File: config.mk
export PLATFORM = sky130hd
export DESIGN_NAME = msg_arbiter
export DESIGN_NICKNAME = d
export VERILOG_FILES = /design/src/rtl/msg_arbiter_pkg.sv /design/src/rtl/msg_arbiter_rr_picker.sv /design/src/rtl/msg_arbiter.sv
export SDC_FILE = /design/constraint.sdc
export NUM_CORES = 1
export LEC_CHECK = 0
export ABC_AREA = 1
export BUFFER_PORTS_ARGS = -buffer_cell sky130_fd_sc_hd__buf_2
export CAP_MARGIN = 20
export CELL_PAD_IN_SITES_DETAIL_PLACEMENT = 0
export CELL_PAD_IN_SITES_GLOBAL_PLACEMENT = 1
export CORE_ASPECT_RATIO = 1.5
export CORE_UTILIZATION = 34
export CTS_BUF_LIST = sky130_fd_sc_hd__clkbuf_8
export DETAILED_ROUTE_END_ITERATION = 8
export PLACE_DENSITY = 0.85
export SYNTH_ARGS = -nofsm -noshare
export SYNTH_HDL_FRONTEND = slang
export SYNTH_SLANG_ARGS = --single-unit
File: constraint.sdc
create_clock -name clk -period 2.3 [get_ports clk]
set_input_delay 0.115 -clock clk [delete_from_list [all_inputs] [get_ports clk]]
set_output_delay 0.115 -clock clk [all_outputs]
set_load 0.005 [all_outputs]
File: src/rtl/msg_arbiter_pkg.sv
// rtl/msg_arbiter_pkg.sv - shared types and constants for the uplink message arbiter
package msg_arbiter_pkg;

    // Frame sequencer states; CSUM is only reachable when MSG_ARB_CHECKSUM_EN is defined
    typedef enum logic [2:0] {
        ST_IDLE    = 3'd0,
        ST_START   = 3'd1,
        ST_ID      = 3'd2,
        ST_LEN     = 3'd3,
        ST_PAYLOAD = 3'd4,
        ST_CSUM    = 3'd5
    } state_t;

    localparam logic [7:0] START_BYTE_DEF = 8'h55;
    localparam int         MAX_N_SRC      = 8;
    localparam int         GID_W          = 3;

endpackage

File: src/rtl/msg_arbiter_rr_picker.sv
// rtl/msg_arbiter_rr_picker.sv - combinational round-robin first-requester search
//   req        : request vector, one bit per source
//   last_grant : index granted most recently; search starts one above it
//   idx        : first requester found scanning upward with wrap
//   any_req    : at least one request present
module msg_arbiter_rr_picker
    import msg_arbiter_pkg::*;
#(
    parameter int N_SRC = 4
) (
    input  logic [N_SRC-1:0] req,
    input  logic [GID_W-1:0] last_grant,
    output logic [GID_W-1:0] idx,
    output logic             any_req
);

    logic [3:0] cand;

    // Scan from the farthest candidate down to the nearest so the nearest
    // requester above last_grant is the one left in idx.
    always_comb begin
        idx     = '0;
        any_req = 1'b0;
        cand    = '0;
        for (int k = N_SRC; k >= 1; k--) begin
            cand = 4'((int'(last_grant) + k) % N_SRC);
            if (|(req & (N_SRC'(1) << cand))) begin
                idx     = cand[GID_W-1:0];
                any_req = 1'b1;
            end
        end
    end

endmodule

File: src/rtl/msg_arbiter.sv
// rtl/msg_arbiter.sv - round-robin framer sharing the uplink byte transmitter between sources
//   Optional checksum byte enabled by defining MSG_ARB_CHECKSUM_EN.
//   clk, n_rst            : clock, asynchronous active-low reset
//   src_have_msg/len/data : per-source message presence, length and current payload byte
//   src_rdreq             : per-source one-cycle pop strobe
//   tx_data/valid/ready   : frame byte stream to the serializer
//   busy, grant_id        : frame in progress, owner of the current frame
//   frame_done            : pulse on transfer of the last frame byte
module msg_arbiter
    import msg_arbiter_pkg::*;
#(
    parameter int         N_SRC      = 4,
    parameter logic [7:0] START_BYTE = START_BYTE_DEF
) (
    input  logic                 clk,
    input  logic                 n_rst,
    input  logic [N_SRC-1:0]     src_have_msg,
    input  logic [8*N_SRC-1:0]   src_len,
    input  logic [8*N_SRC-1:0]   src_data,
    output logic [N_SRC-1:0]     src_rdreq,
    output logic [7:0]           tx_data,
    output logic                 tx_valid,
    input  logic                 tx_ready,
    output logic                 busy,
    output logic [GID_W-1:0]     grant_id,
    output logic                 frame_done
);

`ifdef MSG_ARB_CHECKSUM_EN
    localparam bit CSUM_EN = 1'b1;
`else
    localparam bit CSUM_EN = 1'b0;
`endif

    state_t           state, state_n;
    logic [GID_W-1:0] last_grant;
    logic [GID_W-1:0] pick_idx;
    logic             pick_any;
    logic [7:0]       len_q;
    logic [7:0]       byte_cnt;
    logic             rdreq_en;
    logic             xfer;
    logic [7:0]       payload_byte;

    msg_arbiter_rr_picker #(.N_SRC(N_SRC)) u_picker (
        .req        (src_have_msg),
        .last_grant (last_grant),
        .idx        (pick_idx),
        .any_req    (pick_any)
    );

    assign xfer         = tx_valid & tx_ready;
    assign payload_byte = 8'(src_data >> {grant_id, 3'b000});
    assign busy         = (state != ST_IDLE);
    assign src_rdreq    = rdreq_en ? (N_SRC'(1) << grant_id) : '0;

`ifdef MSG_ARB_CHECKSUM_EN
    logic [7:0] csum_q;

    always_ff @(posedge clk or negedge n_rst) begin
        if (!n_rst) begin
            csum_q <= '0;
        end else if (state == ST_IDLE) begin
            csum_q <= '0;
        end else if (xfer && (state == ST_ID || state == ST_LEN || state == ST_PAYLOAD)) begin
            csum_q <= csum_q ^ tx_data;
        end
    end
`endif

    always_ff @(posedge clk or negedge n_rst) begin
        if (!n_rst) begin
            state      <= ST_IDLE;
            last_grant <= GID_W'(N_SRC - 1);
            grant_id   <= '0;
            len_q      <= '0;
            byte_cnt   <= '0;
        end else begin
            state <= state_n;
            // Length and owner are frozen at grant; later source changes are ignored.
            if (state == ST_IDLE && pick_any) begin
                grant_id   <= pick_idx;
                last_grant <= pick_idx;
                len_q      <= 8'(src_len >> {pick_idx, 3'b000});
            end
            if (state == ST_LEN && xfer) begin
                byte_cnt <= len_q;
            end else if (state == ST_PAYLOAD && xfer) begin
                byte_cnt <= byte_cnt - 8'd1;
            end
        end
    end

    always_comb begin
        state_n    = state;
        tx_valid   = 1'b0;
        tx_data    = 8'h00;
        rdreq_en   = 1'b0;
        frame_done = 1'b0;
        case (state)
            ST_IDLE: begin
                if (pick_any) state_n = ST_START;
            end
            ST_START: begin
                tx_valid = 1'b1;
                tx_data  = START_BYTE;
                if (xfer) state_n = ST_ID;
            end
            ST_ID: begin
                tx_valid = 1'b1;
                tx_data  = 8'(grant_id);
                if (xfer) state_n = ST_LEN;
            end
            ST_LEN: begin
                tx_valid = 1'b1;
                tx_data  = len_q;
                if (xfer) begin
                    if (len_q != 8'd0) begin
                        state_n = ST_PAYLOAD;
                    end else begin
                        // Empty message: one pop still releases the source.
                        rdreq_en = 1'b1;
                        if (CSUM_EN) begin
                            state_n = ST_CSUM;
                        end else begin
                            state_n    = ST_IDLE;
                            frame_done = 1'b1;
                        end
                    end
                end
            end
            ST_PAYLOAD: begin
                tx_valid = 1'b1;
                tx_data  = payload_byte;
                rdreq_en = tx_ready;
                if (xfer && byte_cnt == 8'd1) begin
                    if (CSUM_EN) begin
                        state_n = ST_CSUM;
                    end else begin
                        state_n    = ST_IDLE;
                        frame_done = 1'b1;
                    end
                end
            end
`ifdef MSG_ARB_CHECKSUM_EN
            ST_CSUM: begin
                tx_valid = 1'b1;
                tx_data  = csum_q;
                if (xfer) begin
                    state_n    = ST_IDLE;
                    frame_done = 1'b1;
                end
            end
`endif
            default: state_n = ST_IDLE;
        endcase
    end

endmodule

* After elaboration in Yosys (flattened, before gate mapping)
Cells that the tools add are included.
** Operators by class
- Shift operators :: 7
- Multiplexer cells :: 25
- Eq/ne operators :: 10
- Bitwise logic cells :: 9
- $add $sub $neg :: 5
- Reductions and logical operators :: 18
** Operator list (count)
- $shr A32 B6 Y8 :: 2
- $pmux W8 S4 :: 1
- $mux W3 :: 10
- $reduce_or A4 Y1 :: 5
- $and A4 B4 Y4 :: 4
- $mux W8 :: 2
- $shl A1 B4 Y4 const A :: 4
- $pmux W3 S5 :: 1
- $eq A8 B1 Y1 const B :: 1
- $mux W1 :: 8
- $ne A2 B2 Y1 const B :: 4
- $reduce_bool A8 Y1 :: 1
- $reduce_or A2 Y1 :: 4
- $sub A8 B1 Y8 const B :: 1
- $eq A3 B2 Y1 const B :: 2
- $reduce_and A5 Y1 :: 1
- $add A2 B1 Y2 const B :: 2
- $add A2 B2 Y2 const B :: 2
- $and A1 B1 Y1 const A :: 4
- $logic_and A1 B1 Y1 :: 4
- $mux W4 :: 1
- $pmux W1 S2 :: 2
- $shl A1 B3 Y4 const A :: 1
- $eq A3 B1 Y1 const B :: 1
- 6 further kinds :: 6
** Storage, ports and cells
- Register bits after elaboration :: 24
- Bits of input ports :: 71
- Word-level logic and storage cells :: 79
- Output and inout port bits :: 18

* Logic depth before layout (Yosys ltp)
- Word-level depth :: 12
- Depth in mapped cells :: 16

* Modules after synthesis
A second synthesis with hierarchy kept.
** Second synthesis, totals
- Cell total of the unflattened synthesis :: 367
- Area total of the unflattened synthesis :: 2293.4 µm²
** By module, submodules not included
- msg_arbiter :: area each 2018.2 µm², seq. area each 603.1 µm², times used 1, cells each 318
- msg_arbiter_rr_picker :: area each 275.3 µm², seq. area each 0.0 µm², times used 1, cells each 49

* Worst setup path before layout
OpenSTA, ideal clock, no wires.
- Path type :: register -> register
- Start point :: register last_grant[0]
- End point :: register len_q[4]
- Slack :: 282 ps
- Buffers on the path :: 1
- Stages on the path, launching flop included :: 16
- Arrival :: 1901 ps
- Period minus slack after synthesis :: 2018 ps
- Cell sequence :: dfstp_2 > inv_1 > ha_1 > nand2_1 > nand2_2 > nor2_8 > nand2_4 > nand2_2 > nand2_4 > buf_6 > nand3_2 > nand2_1 > nand2_1 > nand2_1 > nand2_1 > nand2_1
** On the way
- Cells in the longest elaborated chain, start to end :: 11
- Elaborated cells on any way between the ends :: 34
- Classes of those cells :: 4 x add/sub; 5 x shift; 8 x mux; 8 x bitwise; 9 x reduce/logical
** Ends and longest elaborated chain
- start, declared :: RTL line msg_arbiter.sv:36 : logic [GID_W-1:0] last_grant;
- start signal, assigned :: RTL line msg_arbiter.sv:74 : last_grant <= GID_W'(N_SRC - 1);
- start signal, assigned :: RTL line msg_arbiter.sv:83 : last_grant <= pick_idx;
- $add A2 B1 Y2 :: RTL line msg_arbiter_rr_picker.sv:26 : cand = 4'((int'(last_grant) + k) % N_SRC);
- $reduce_or A2 Y1 (no source line)
- $and A1 B1 Y1 (no source line)
- $shl A1 B4 Y4 :: RTL line msg_arbiter_rr_picker.sv:27 : if (|(req & (N_SRC'(1) << cand))) begin
- $and A4 B4 Y4 :: RTL line msg_arbiter_rr_picker.sv:27
- $reduce_or A4 Y1 :: RTL line msg_arbiter_rr_picker.sv:27
- $mux W3 or $mux W1 (tied branches) (4 in series) :: RTL line msg_arbiter_rr_picker.sv:27
- $shr A32 B6 Y8 or $logic_and A1 B1 Y1 (tied branches) :: RTL line msg_arbiter.sv:84, msg_arbiter.sv:81
- end signal, assigned :: RTL line msg_arbiter.sv:84 : len_q <= 8'(src_len >> {pick_idx, 3'b000});
- end, declared :: RTL line msg_arbiter.sv:39 : logic [7:0] len_q;
Parallel ways exist; a longest one is shown, timed or not.
A chain may end at the register's enable or synchronous reset.

* Worst setup path after layout
- Start point :: register last_grant[1]
- End point :: register len_q[1]
Same word-level chain as after synthesis.

==> flow_summary_export.csv <==
group,metric,value,unit
run_status,status,"complete, no violations",
clocking,cts_root_buf,"clkbuf_8",
route,num_vias,2574,
timing,rsz0062_at_grt,"no",
synth,yosysWarnings,0,
route,routedWlPerCell,12.2,um
floorplan,dieWidth,69.4,um
global_route,grt_pass1_wl,11.2,mm
global_route,grt_use_total,18.7,%
timing,final.min_clock_period,2.12,ns
timing,fin_crit_sh,92.2,%
setup_path,required,2.47,ns
route,dr.first_iter.drc_count,106,
timing,finalClockSkew,0.00726,ns
clocking,clock_tree.buffer_depth,2,
global_route,grt_max_degree,24,
synth,synth_top_area_cell,"dfrtp_1",
global_route,antenna_found_initial,0,
flow_run,drv_cap,0,
finish,area_growth,23.3,%
route,firstDrtPassIters,4,
route,vias_per_cell,4.96,
pwr,p_per_area,1450,mW/mm^2
clocking,clock-sinks,23,
finish,fin_cells,519,
placed_design,gp_congestion,0.832,
pwr,irDropWorstVdd,0.620,mV
setup_path,slowest_stage,"dfstp_2",
clocking,cts.reportedPaths.clkPinSlew,0.09,ns
setup_path,path_cells,"inv_1, ha_1, nand2_1, nand2_2, nor2_8, nand2_4, nand2_2, nand2_4, nand3_1, nand2_1, nand2_1, nand2_1, nand2_1, nand2_1",
global_route,grt_overflow,0,
finish,diodes,0,
timing,finalSetupViolations,0,
worst_hold_path,hp-class,"in2reg",
floorplan,row_count,36,
setup_path,path_buf_inv,1,
finish,drive_above_1_share,29.6,%
floorplan,core,0.00653,sq mm
synth,synth_top_area_share,22.7,%
synth,syn_avg_cell_area,6.45,sq um
synth,syn_area,0.00232,sq mm
synth,syn_inst,359,
setup_path,critPathMaxFanout,17,
setup_path,cp_top_family,"simple AND/OR/NAND/NOR gates",
synth,synthTopCellsByArea,"dfrtp_1, nand2_1, nand3_1, inv_1, nand3_2",
floorplan,start_util,35.5,%
placed_design,dp_hpwl,5.11,mm
floorplan,die_h,103,um
timing,tns,0,ns
synth,synth.ff_latch_count,23,
setup_path,worstSetupEndpointType,"flip-flop",
route,drc,0,
placed_design,dpl.cell_count,513,
finish,final_cell_mix,"nand2_1, buf_2, nand3_1",
synth,yosysSeqAreaShare,24.9,%
clocking,insertion_delay,0.27,ns
timing,finalMaxSlewViolations,0,
timing,fmax,472,MHz
finish,fill_cells,666,
setup_path,critPathArrivalTime,2.29,ns
clocking,cts_tree,"built",
finish,final_common_cell,"nand2_1",
synth,yosysUniqueCellTypes,38,
finish,num-nets-final,521,
setup_path,startpoint_type,"flip-flop",
setup_path,crit_path_max_incr_delay,0.61,ns
timing,max_slew.worst_pin.slew,0.514,ns
setup_path,crit_path_frequent_cell,"nand2_1",
clocking,h-tree-depth,1,
floorplan,design.die.area,0.00716,sq mm
floorplan,ios,89,
setup_path,critPathKind,"reg2reg",
timing,relSlewSlack,65.4,%
synth,synth_fp_nets,436,
placed_design,port_buffers,87,
clocking,cts_buffers,3,
global_route,grt_pass1_vias,2561,
timing,hold_viol,0,
route,final_antenna_net_count,0,
route,wl,6.33,mm
pwr,power.leakage,1.56,nW
-- layer usage --
layer / routed length [um] / vias up / global-route usage (%)
met5: 0 / - / 0
met4: 89 / 0 / 5.65
met3: 317 / 8 / 2.15
met2: 3170 / 107 / 35.7
met1: 2750 / 1103 / 21.9
li1: - / 1356 / -
-- area by class of cell --
class                      instances  area, sq um  area share, %
sequential                        23          578           20.2
multi-input combinational        290         1540           53.9
clock inverter                     1         3.75          0.131
clock buffer                       3         41.3           1.45
inverter                          35          131           4.60
timing repair buffer              91          468           16.4
tap                               76         95.1           3.33
-- tightest hold or removal path: cells and delay by family --
kind	cells	cell delay (ns)
buf+inv	1	0.07
simple gates	6	0.31
-- registers in the layout, indices dropped and copies added, names as in the netlist --
register and cells:
byte_cnt 8, last_grant 2, len_q 8, state 3, grant_id 2
-- worst paths after layout --
| kind | slack (ns) | from | cells past startpoint | end |
|---|---|---|---|---|
| setup / recovery | 0.18 | last_grant[1] | 14 | len_q[1] |
| hold / removal | 0.26 | src_len[2] | 7 | len_q[2] |
| setup reg to reg | 0.18 | last_grant[1] | 14 | len_q[1] |
| hold reg to reg | 0.52 | len_q[6] | 2 | len_q[6] |
| max in group asynchronous | 1.59 | n_rst | 2 | last_grant[0] |
| min in group asynchronous | 0.35 | n_rst | 2 | byte_cnt[3] |
-- kinds of logic (layout without fill, tap and decap cells) --
family,count (synthesis),count (layout),synth area share [%]
other,1,1,0.162
XOR/XNOR,4,4,1.51
adder cells (fa/ha/maj),6,6,3.24
AO/OA/AOI/OAI,34,34,10.0
flip-flops,23,23,24.9
AND/OR/NAND/NOR,245,245,50.9
buffers and inverters,46,130,9.18
-- cells in the mapped netlist --
cell type  number
nor2_8          1
nor4_1          3
o211ai_1        6
a31oi_1         2
buf_6           3
nand2_1       138
nor2_4          1
or2_2           1
o21ai_0         8
inv_2           3
o21bai_1        2
nor2_2          5
dfrtp_1        21
a21oi_1         1
dfstp_2         2
xor2_1          4
nand4_1         7
o22ai_1         2
inv_1          32
buf_2           2
a21oi_2         2
nand3_2         9
o21ai_1         2
ha_1            6
o221ai_1        6
nand3_4         2
a22oi_1         3
nor3_1          4
nand2_2         6
nor2_1         12
buf_1           1
buf_4           1
nand2_4         3
nand3_1        52
buf_8           1
clkbuf_1        3
conb_1          1
or2_4           1
-- stage by stage --
stage / cell area, sq um / setup WS [ns] / power (W) / hold slack (ns) / util, %
detailed placement: 2780 / 0.0963 / 0.00384 / 0.133 / 42.6
CTS: 2840 / 0.0740 / 0.00412 / 0.256 / 43.4
global placement: 2780 / 0.123 / 0.00381 / 0.134 / 42.6
finish: 2860 / 0.179 / 0.00415 / 0.261 / 43.7
floorplan: 2320 / 0.282 / 0.00325 / -0.181 / -
global route: 2860 / 0.000878 / 0.00465 / 0.275 / 43.7
-- what timing repair did --
item,4_1_cts,5_1_grt
hold buffers,1,0
buffers inserted,0,1
resized for setup,0,4
endpoints found under the hold margin,21,0
endpoints found under the setup margin,0,10
-- where the power goes --
part | total, W | internal, W | leakage [nW] | switching (W)
clock network | 0.000253 | 0.000119 | 0.0269 | 0.000133
logic | 0.00310 | 0.00110 | 1.25 | 0.00200
registers | 0.000794 | 0.000614 | 0.285 | 0.000180
total | 0.00415 | 0.00184 | 1.56 | 0.00232
(Power assumes the default switching activity.)
